`config.mk`:
```
export PLATFORM = sky130hd
export DESIGN_NAME = seq_addsub_rca_flat
export DESIGN_NICKNAME = d
export VERILOG_FILES = /design/src/rtl/seq_addsub_rca_if.sv /design/src/rtl/seq_addsub_rca.sv /design/src/flat_wrapper.sv
export SDC_FILE = /design/constraint.sdc
export NUM_CORES = 1
export LEC_CHECK = 0
export BUFFER_PORTS_ARGS = -buffer_cell sky130_fd_sc_hd__buf_2
export CAP_MARGIN = 20
export CORE_MARGIN = 2
export CORE_UTILIZATION = 31
export DETAILED_ROUTE_END_ITERATION = 6
export GPL_TIMING_DRIVEN = 0
export HOLD_SLACK_MARGIN = 0.15
export PLACE_DENSITY_LB_ADDON = 0.05
export REMOVE_ABC_BUFFERS = 1
export SLEW_MARGIN = 20
export SYNTH_ARGS = -nofsm -noshare
export SYNTH_HDL_FRONTEND = slang
export SYNTH_SLANG_ARGS = --single-unit
```
`constraint.sdc`:
```
create_clock -name clk -period 5.9 [get_ports clk]
set_input_delay 1.18 -clock clk [delete_from_list [all_inputs] [get_ports clk]]
set_output_delay 1.18 -clock clk [all_outputs]
set_load 0.05 [all_outputs]
```
`src/rtl/seq_addsub_rca_if.sv`:
```
// Bundles the operand/result handshake of seq_addsub_rca.
// start is a request that is accepted only on a rising edge where busy=0; done pulses for one
// cycle with sum/cout/ovf valid, and those outputs hold until the next completion.
interface seq_addsub_rca_if #(
  parameter int WIDTH = 16
);
  logic             start;
  logic             mode;
  logic [WIDTH-1:0] a;
  logic [WIDTH-1:0] b;
  logic             cin;
  logic             busy;
  logic             done;
  logic [WIDTH-1:0] sum;
  logic             cout;
  logic             ovf;
  logic             state_dbg;

  modport master (
    output start, mode, a, b, cin,
    input  busy, done, sum, cout, ovf, state_dbg
  );

  modport slave (
    input  start, mode, a, b, cin,
    output busy, done, sum, cout, ovf, state_dbg
  );
endinterface

```
`src/rtl/seq_addsub_rca.sv`:
```
// Multi-cycle ripple-carry adder/subtractor: one DIGIT-bit ripple chain per cycle, LSB digit first,
// with the carry held in a register between digits.
module seq_addsub_rca #(
  parameter int WIDTH = 16,
  parameter int DIGIT = 4
) (
  input logic              clk,
  input logic              rst,
  seq_addsub_rca_if.slave  bus
);
  localparam int NDIG = WIDTH / DIGIT;
  localparam int CW   = (NDIG > 1) ? $clog2(NDIG) : 1;
  localparam logic [CW-1:0] LAST = CW'(NDIG - 1);

  if ((DIGIT < 1) || (DIGIT > WIDTH) || (WIDTH % DIGIT != 0)) begin : g_bad_params
    $fatal(1, "seq_addsub_rca: WIDTH (%0d) must be a multiple of DIGIT (%0d)", WIDTH, DIGIT);
  end

  typedef enum logic {IDLE = 1'b0, RUN = 1'b1} state_t;

  state_t           state, state_next;
  logic [CW-1:0]    cnt;
  logic             carry;
  logic [WIDTH-1:0] xa, yb, acc, acc_next;
  logic [DIGIT-1:0] dx, dy, ds;
  logic [DIGIT:0]   dc;
  logic             last;

  // Digit datapath: dc[DIGIT-1] is the carry entering the top cell, i.e. into the MSB on the last digit.
  always_comb begin
    dx       = xa[int'(cnt) * DIGIT +: DIGIT];
    dy       = yb[int'(cnt) * DIGIT +: DIGIT];
    dc       = '0;
    ds       = '0;
    dc[0]    = carry;
    for (int i = 0; i < DIGIT; i++) begin
      ds[i]   = dx[i] ^ dy[i] ^ dc[i];
      dc[i+1] = (dx[i] & dy[i]) | (dy[i] & dc[i]) | (dx[i] & dc[i]);
    end
    acc_next = acc;
    acc_next[int'(cnt) * DIGIT +: DIGIT] = ds;
    last     = (cnt == LAST);
  end

  always_ff @(posedge clk or posedge rst) begin
    if (rst) state <= IDLE;
    else     state <= state_next;
  end

  always_comb begin
    state_next = state;
    case (state)
      IDLE:    if (bus.start) state_next = RUN;
      RUN:     if (last)      state_next = IDLE;
      default: state_next = IDLE;
    endcase
  end

  // Subtraction is a + ~b + ~cin, so a borrow-in becomes a missing carry-in.
  always_ff @(posedge clk or posedge rst) begin
    if (rst) begin
      cnt      <= '0;
      carry    <= 1'b0;
      xa       <= '0;
      yb       <= '0;
      acc      <= '0;
      bus.done <= 1'b0;
      bus.sum  <= '0;
      bus.cout <= 1'b0;
      bus.ovf  <= 1'b0;
    end else begin
      bus.done <= 1'b0;
      case (state)
        IDLE: begin
          if (bus.start) begin
            xa    <= bus.a;
            yb    <= bus.mode ? ~bus.b : bus.b;
            carry <= bus.mode ? ~bus.cin : bus.cin;
            cnt   <= '0;
          end
        end
        RUN: begin
          acc   <= acc_next;
          carry <= dc[DIGIT];
          if (last) begin
            cnt      <= '0;
            bus.sum  <= acc_next;
            bus.cout <= dc[DIGIT];
            bus.ovf  <= dc[DIGIT] ^ dc[DIGIT-1];
            bus.done <= 1'b1;
          end else begin
            cnt <= cnt + 1'b1;
          end
        end
        default: ;
      endcase
    end
  end

  assign bus.busy      = (state == RUN);
  assign bus.state_dbg = (state == RUN);
endmodule

```
`src/flat_wrapper.sv`:
```
// flat-port wrapper written by rule: the top's interface ports become plain ports
module seq_addsub_rca_flat 
#(
  parameter int WIDTH = 16,
  parameter int DIGIT = 4
)
  (clk, rst, bus_start, bus_mode, bus_a, bus_b, bus_cin, bus_busy, bus_done, bus_sum, bus_cout, bus_ovf, bus_state_dbg);
  seq_addsub_rca_if #(.WIDTH(WIDTH)) bus_i ();
  input logic clk;
  input logic rst;
  input wire logic [$bits(bus_i.start)-1:0] bus_start;
  input wire logic [$bits(bus_i.mode)-1:0] bus_mode;
  input wire logic [$bits(bus_i.a)-1:0] bus_a;
  input wire logic [$bits(bus_i.b)-1:0] bus_b;
  input wire logic [$bits(bus_i.cin)-1:0] bus_cin;
  output wire logic [$bits(bus_i.busy)-1:0] bus_busy;
  output wire logic [$bits(bus_i.done)-1:0] bus_done;
  output wire logic [$bits(bus_i.sum)-1:0] bus_sum;
  output wire logic [$bits(bus_i.cout)-1:0] bus_cout;
  output wire logic [$bits(bus_i.ovf)-1:0] bus_ovf;
  output wire logic [$bits(bus_i.state_dbg)-1:0] bus_state_dbg;
  assign bus_i.start = bus_start;
  assign bus_i.mode = bus_mode;
  assign bus_i.a = bus_a;
  assign bus_i.b = bus_b;
  assign bus_i.cin = bus_cin;
  assign bus_busy = bus_i.busy;
  assign bus_done = bus_i.done;
  assign bus_sum = bus_i.sum;
  assign bus_cout = bus_i.cout;
  assign bus_ovf = bus_i.ovf;
  assign bus_state_dbg = bus_i.state_dbg;
  seq_addsub_rca #(.WIDTH(WIDTH), .DIGIT(DIGIT)) u_core (.clk(clk), .rst(rst), .bus(bus_i));
endmodule
```
==> results.md, run 1 <==
- CTS max path bufs: 2
- Mapped cell area: ~3800 um2
- Syn_area_per_cell: 14.4 um2
- H-tree Lvls: 3
- Global-route wire length before repair: between 10 and 15 mm
- Peak supply drop: 0.242 mV
- Flop pwr share: between 30% and 40%
- Min Clock Period, post-route: 3.72 ns
- Ys flop type: dfrtp_1
- Initial core utilization: 31.7%
- Clock Skew: 0.00367 ns
- Critical path class: register to register
- CTS tree: yes
- Worst skew pair latency: 0.33 ns
- Post-synth EDFFs: 0
- All-layer global routing usage: around 14%
- Synth area leader: dfrtp_1
- Die Wd: 115 um
- Max Cap Violations: 0
- Share of layout cells above drive strength 1: 45.0%
- Rel. slew slack: 33.4%
- Switching power share of the total: 40.8%
- WL final: 8.30 mm
- #FFs+latches synth: 71
- RSZ-0062 raised after global routing: false
- Root Buffer: clkbuf_16
- Clock sink count: just over 70
- Vias: about 2.3k
- DRT iter0 DRCs: 69
- Post-CTS sizing: 0
- Period utilization: between 60% and 70%
- Startpoint class of the critical path: register
- Clock transition at path regs: approximately 0.060 ns
- Fillers: 1172
- Synth Area in XOR/XNOR: approximately 4.2%
- DRT antenna net count: 0
- Max Slew Vio Count: 0
- Share of synthesized registers carrying an async set or reset: 100%
- Count leader, synth: dfrtp_1
- Worst hold path class: register to register
- Area Growth Syn to Fin: 19.0%
- Antenna diodes: 0
- Top cell type's share of synthesized area: 46.8%
- Worst path max stage delay: 1.00 ns
- Int Pwr: between 1.5 and 2 mW
- Outcome: finished, final reports clean
- Overall power: 2.92 mW
- CORE AREA: 12000 um2
- Commonest cells in the netlist: dfrtp_1, mux2_4, nand4b_1, xor2_1
- CP arrival: 3.97 ns
- Switching pwr: approximately 1.2 mW
- Fin util: roughly 38%
- Sequential element share of the synthesized area: 46.8%
- CP max FO: 21
- Synth top area cells: dfrtp_1, mux2_4, a21bo_2, mux4_2, nand4b_1
- Global route overflow: 0
- Hold-fix buffers, CTS: 0
- # rows: 40
- Number of library cell types mapped by synthesis: 36
- Slew @ Worst Pin: 0.999 ns
- Worst EP required: ~6.1 ns
- Slowest CP cell: dfrtp_1
- Num CTS Buffers: 9
- Worst Setup End Kind: register
- Die span in y: 115 um
- DR vias/cell: 4.92
- Largest net degree at the start of global routing: 40
- Syn. warnings: 0
- Placer congestion estimate: 0.698
- Clock Power Share: ~18%
- DP HPWL: roughly 5.5 mm
- Largest family of logic cells by synthesized area: multiplexers
- Post-CTS Setup Repair Bufs: 0
- Vias in the first global route: 2477
- Leak: 2.05 nW
- Syn Inst Count: 264
- Area share of fa/ha/maj cells after synthesis: a little over 4%
- Die Area: 13100 um2
- Mux contribution to synthesized area: 17.7%
- Antenna violations before repair: 0
- Combinational group share of total power: 51.2%
- Fmax: 0.269 GHz
- Final Hold Viols: 0
- Post-synthesis compound-gate area fraction: 12.0%
- Drt first pass iters: 4
- CP Cell Sequence: mux4_2 > fa_1 > inv_1 > fa_1 > fa_1 > inv_1 > fa_1 > nand3_1 > o211ai_1
- Pwr Density: 646 nW/um2
- Final nets: 364
- Final setup violation count: 0
- Post-Route Setup TNS: 0 ns
- Most common cell on crit path: fa_1
- DR WL/cell: 17.7 um
- DRC errors left: 0
- Port Buffers: 57
- Num ports: 58
- Simple-gate portion of the synthesized area: under 10%
path summary, 6_finish.rpt:
check,slack [ns],end,startpoint,cells after the start
min reg2reg,0.49,u_core.acc[8],u_core.acc[8],1
max,2.18,u_core.bus.sum[7],u_core.cnt[0],9
min in group asynchronous,0.86,u_core.xa[5],rst,2
max reg2reg,2.18,u_core.bus.sum[7],u_core.cnt[0],9
min,0.49,u_core.acc[8],u_core.acc[8],1
max in group asynchronous,4.47,u_core.bus.sum[7],rst,3
layout by cell type (no fill, tap or decap), drive strengths merged, types with 8 or more instances in the layout:
master	Yosys	final
nand4b	17	17
inv	10	10
xor2	17	17
o211ai	16	16
mux2	34	34
buf	18	62
a21bo	16	16
o2bb2ai	8	8
clkbuf	2	13
dfrtp	71	71
a22o	8	8
mux4	8	8
cells by family after synthesis:
family                   count (synthesis)
flip-flops                              71
adder cells (fa/ha/maj)                 10
XOR/XNOR                                18
AO/OA/AOI/OAI                           52
AND/OR/NAND/NOR                         41
multiplexers                            42
buffers and inverters                   30
registers in the layout (all words and copies together) (netlist names):
signal	cells
u_core.cnt	2
u_core.bus.busy	1
u_core.bus.ovf	1
u_core.bus.sum	16
u_core.carry	1
u_core.xa	16
u_core.bus.done	1
u_core.bus.cout	1
u_core.yb	16
u_core.acc	16
layer usage:
| metal | part of all wire (%) | track usage (%) | wire (um) |
|---|---|---|---|
| met2 | 46 | 22.1 | 3840 |
| met5 | 0 | 0 | 0 |
| met4 | 1.1 | 2.93 | 95 |
| met3 | 3.7 | 4.92 | 307 |
| met1 | 49 | 18.7 | 4060 |
power by group through the flow:
| stage | sequential, mW | clock (mW) | combinational (mW) |
|---|---|---|---|
| 5_1_grt | 0.932 | 0.574 | 1.64 |
| 4_1_cts | 0.899 | 0.549 | 1.52 |
| 3_5_place_dp | 0.903 | 0 | 1.52 |
| 3_3_place_gp | 0.927 | 0 | 1.43 |
| 6_report | 0.893 | 0.529 | 1.49 |
| 2_1_floorplan | 1.07 | 0 | 0.884 |
critical path, delay by kind of cell (launching register included):
kind                     cells  cell delay (ns)
adder cells (fa/ha/maj)      4             1.36
flip-flops                   1             1.00
multiplexers                 1             0.63
AND/OR/NAND/NOR              1             0.25
AO/OA/AOI/OAI                1             0.24
buffers and inverters        2             0.15
layout make-up:
| cell class | instances | area (um2) | area share, % |
|---|---|---|---|
| clock buffer | 13 | 280 | 6.21 |
| tap | 147 | 184 | 4.07 |
| sequential | 71 | 1780 | 39.4 |
| multi-input combinational | 163 | 1800 | 39.9 |
| timing repair buffer | 62 | 415 | 9.20 |
| clock inverter | 3 | 15.0 | 0.333 |
| inverter | 10 | 40.0 | 0.887 |
per-stage QoR:
step | std cells | instance area (um2) | hold slack [ns] | worst slack [ns]
6_report | 469 | 4520 | 0.487 | 2.18
5_1_grt | 469 | 4520 | 0.500 | 1.88
4_1_cts | 469 | 4520 | 0.492 | 2.08
3_5_place_dp | 453 | 4220 | 0.474 | 2.09
3_3_place_gp | 448 | 4080 | 0.473 | 1.75
2_1_floorplan | 244 | 3610 | 0.456 | 2.73
(Power assumes the default switching activity.)
==> run 2, diff against run 1 <==
==> constraint.sdc (replaced) <==
create_clock -name clk -period 3.2 [get_ports clk]
set_input_delay 0.64 -clock clk [delete_from_list [all_inputs] [get_ports clk]]
set_output_delay 0.64 -clock clk [all_outputs]
set_load 0.05 [all_outputs]
==> run 2 against run 1 <==
  * Sequential share of layout area decreased by 0.21 points
  * Non-clock buffer count increased by 4
  * Register-to-register slack lost 2.0 ns
  * Clock-buffer cell count is the same
  * Setup slack worse by 2.0 ns
  * Utilization up 0.31 points
  * Largest cell class unchanged
  * Largest power group unchanged
==> results.md, run 2 (synthesis gave the netlist of run 1 again) <==
- Slowest CP cell: fa_1
- Worst EP required: 3.45 ns (-2.69 ns)
- Int Pwr: 3.22 mW (+87%)
- Max Slew Vio Count: 0 (unchanged)
- Vias: 2310 (+0.13%)
- CTS max path bufs: 2 (unchanged)
- WL final: 8.41 mm (+1.4%)
- Most common cell on crit path: fa_1
- All-layer global routing usage: 14.1% (+0.11 points)
- Die span in y: 115 um (unchanged)
- DRT iter0 DRCs: 94 (+36%)
- CP Cell Sequence: mux4_2 > fa_1 > inv_1 > fa_1 > fa_1 > inv_1 > fa_1 > nand3_2 > o211ai_1
- CTS tree: yes
- Initial core utilization: 31.7% (unchanged)
- Fin util: 38.1% (+0.31 points)
- Hold-fix buffers, CTS: 0 (unchanged)
- CORE AREA: 12000 um2 (unchanged)
- Dpl cells: 453 (unchanged)
- Root Buffer: clkbuf_16
- Worst hold path class: primary input to async pin
- Rel. slew slack: 62.7% (+29 points)
- Hold slack: 0.320 ns (-0.167 ns)
- DR vias/cell: 4.88 (-0.72%)
- Num CTS Buffers: 9 (unchanged)
- CP bufs+invs: 2 (unchanged)
- Die Area: 13100 um2 (unchanged)
- Num ports: 58 (unchanged)
- Switching pwr: 2.21 mW (+86%)
- DP HPWL: 5.50 mm (unchanged)
- Flop pwr share: 29.7% (-0.9 points)
- Share of layout cells above drive strength 1: 46.6% (+1.6 points)
- Placer congestion estimate: 0.698 (unchanged)
- Final Non-Filler Cells: 473 (+0.85%)
- Final Hold Viols: 0 (unchanged)
- # rows: 40 (unchanged)
- Max Cap Violations: 0 (unchanged)
- RSZ-0062 raised after global routing: false
- Area Growth Syn to Fin: 20.0%
- Worst path max stage delay: 0.54 ns (-0.46 ns)
- Final instance area: 4550 um2 (+0.83%)
- DRC errors left: 0 (unchanged)
- Dpl cell area: 4220 um2 (unchanged)
- Min Clock Period, post-route: 2.98 ns (-0.746 ns)
- DRT antenna net count: 0 (unchanged)
- Period utilization: 93.0% (+30 points)
- Combinational group share of total power: 52.3% (+1.1 points)
- DR WL/cell: 17.8 um (+0.50%)
- Worst skew pair latency: 0.33 ns (about the same)
- Global route overflow: 0 (unchanged)
- H-tree Lvls: 3 (unchanged)
- Clock Skew: 0.00329 ns (-0.000374 ns)
- Port Buffers: 57 (unchanged)
- Leak: 2.07 nW (+0.84%)
- Switching power share of the total: 40.7% (-0.050 points)
- Post-place setup slack: -0.611 ns (-2.70 ns)
- Largest net degree at the start of global routing: 40 (unchanged)
- Setup ws final: 0.223 ns (-1.95 ns)
- Peak supply drop: 0.467 mV (+93%)
- Delay-heaviest family, CP: adder cells
- Critical path class: register to register
- CP arrival: 3.22 ns (-0.75 ns)
- Final nets: 368 (+1.1%)
- Fmax: 0.336 GHz (+25%)
- Pwr Density: 1190 nW/um2 (+85%)
- Outcome: finished, final reports clean
- Commonest non-fill, non-tap cell in the layout: dfrtp_1
- CP max FO: 5 (-76%)
- Worst Setup End Kind: register
- Slew @ Worst Pin: 0.559 ns (-0.440 ns)
- Clock sink count: 71 (unchanged)
- Drt first pass iters: 4 (unchanged)
- Clock Power Share: 18.0% (-0.2 points)
- Clock transition at path regs: 0.06 ns (about the same)
- Global-route wire length before repair: 13.9 mm (+0.55%)
- Antenna diodes: 0 (unchanged)
- Startpoint class of the critical path: register
- Die Wd: 115 um (unchanged)
- Commonest non-fill, non-tap cells in the layout: dfrtp_1, buf_2, mux2_4, xor2_1, nand4b_1
- Vias in the first global route: 2471 (-0.24%)
- Final setup violation count: 0 (unchanged)
- Antenna violations before repair: 0 (unchanged)
run 2: cell types whose count changed in the layout (fill, tap and decap cells not counted):
cell     delta
buf_4       +3
dfrtp_1     -2
buf_2       +1
dfrtp_2     +1
dfrtp_4     +1
nand3_1     -1
nand3_2     +1
run 2: timing repair:
item | in CTS | in global routing
pin swaps | 0 | 0
setup endpoints to repair | 27 | 4
buffers inserted | 4 | 0
resized for setup | 3 | 1
run 2: path summary, 6_finish.rpt:
path | from | to | slack, ns | cells past startpoint
hold / removal | rst | u_core.xa[1] | 0.32 | 2
hold reg to reg | u_core.acc[8] | u_core.acc[8] | 0.49 | 1
setup reg to reg | u_core.cnt[0] | u_core.bus.sum[7] | 0.22 | 9
min in group clk | u_core.acc[8] | u_core.acc[8] | 0.49 | 1
max in group asynchronous | rst | u_core.cnt[1] | 2.30 | 3
setup / recovery | u_core.cnt[0] | u_core.bus.sum[7] | 0.22 | 9
run 2: power by group through the flow:
stage | Combinational, mW | Sequential, mW | Clock (mW)
5_1_grt | 3.12 | 1.68 | 1.06
6_report | 2.84 | 1.61 | 0.977
3_5_place_dp | 2.80 | 1.67 | 0
2_1_floorplan | 1.63 | 1.98 | 0
3_3_place_gp | 2.64 | 1.71 | 0
4_1_cts | 2.88 | 1.62 | 1.01
run 2: area by class of cell:
| type | instances | area (um2) |
|---|---|---|
| Multi-Input combinational cell | 163 | 1810 |
| Timing Repair Buffer | 66 | 443 |
| Tap cell | 147 | 184 |
| Inverter | 10 | 40.0 |
| Fill cell | 1168 | 7410 |
| Clock inverter | 3 | 15.0 |
| Clock buffer | 13 | 280 |
| Sequential cell | 71 | 1780 |
run 2: routing by layer:
| metal | GRT usage, % | routed length [um] |
|---|---|---|
| met1 | 19.4 | 4210 |
| met2 | 21.7 | 3810 |
| met3 | 4.98 | 301 |
| met4 | 2.93 | 95 |
| met5 | 0 | 0 |
run 2: metrics by stage:
step / setup TNS, ns / total power [mW]
finish: 0 / 5.43
global route: 0 / 5.86
CTS: 0 / 5.52
detailed placement: -8.55 / 4.47
global placement: -38.96 / 4.35
floorplan: 0 / 3.61
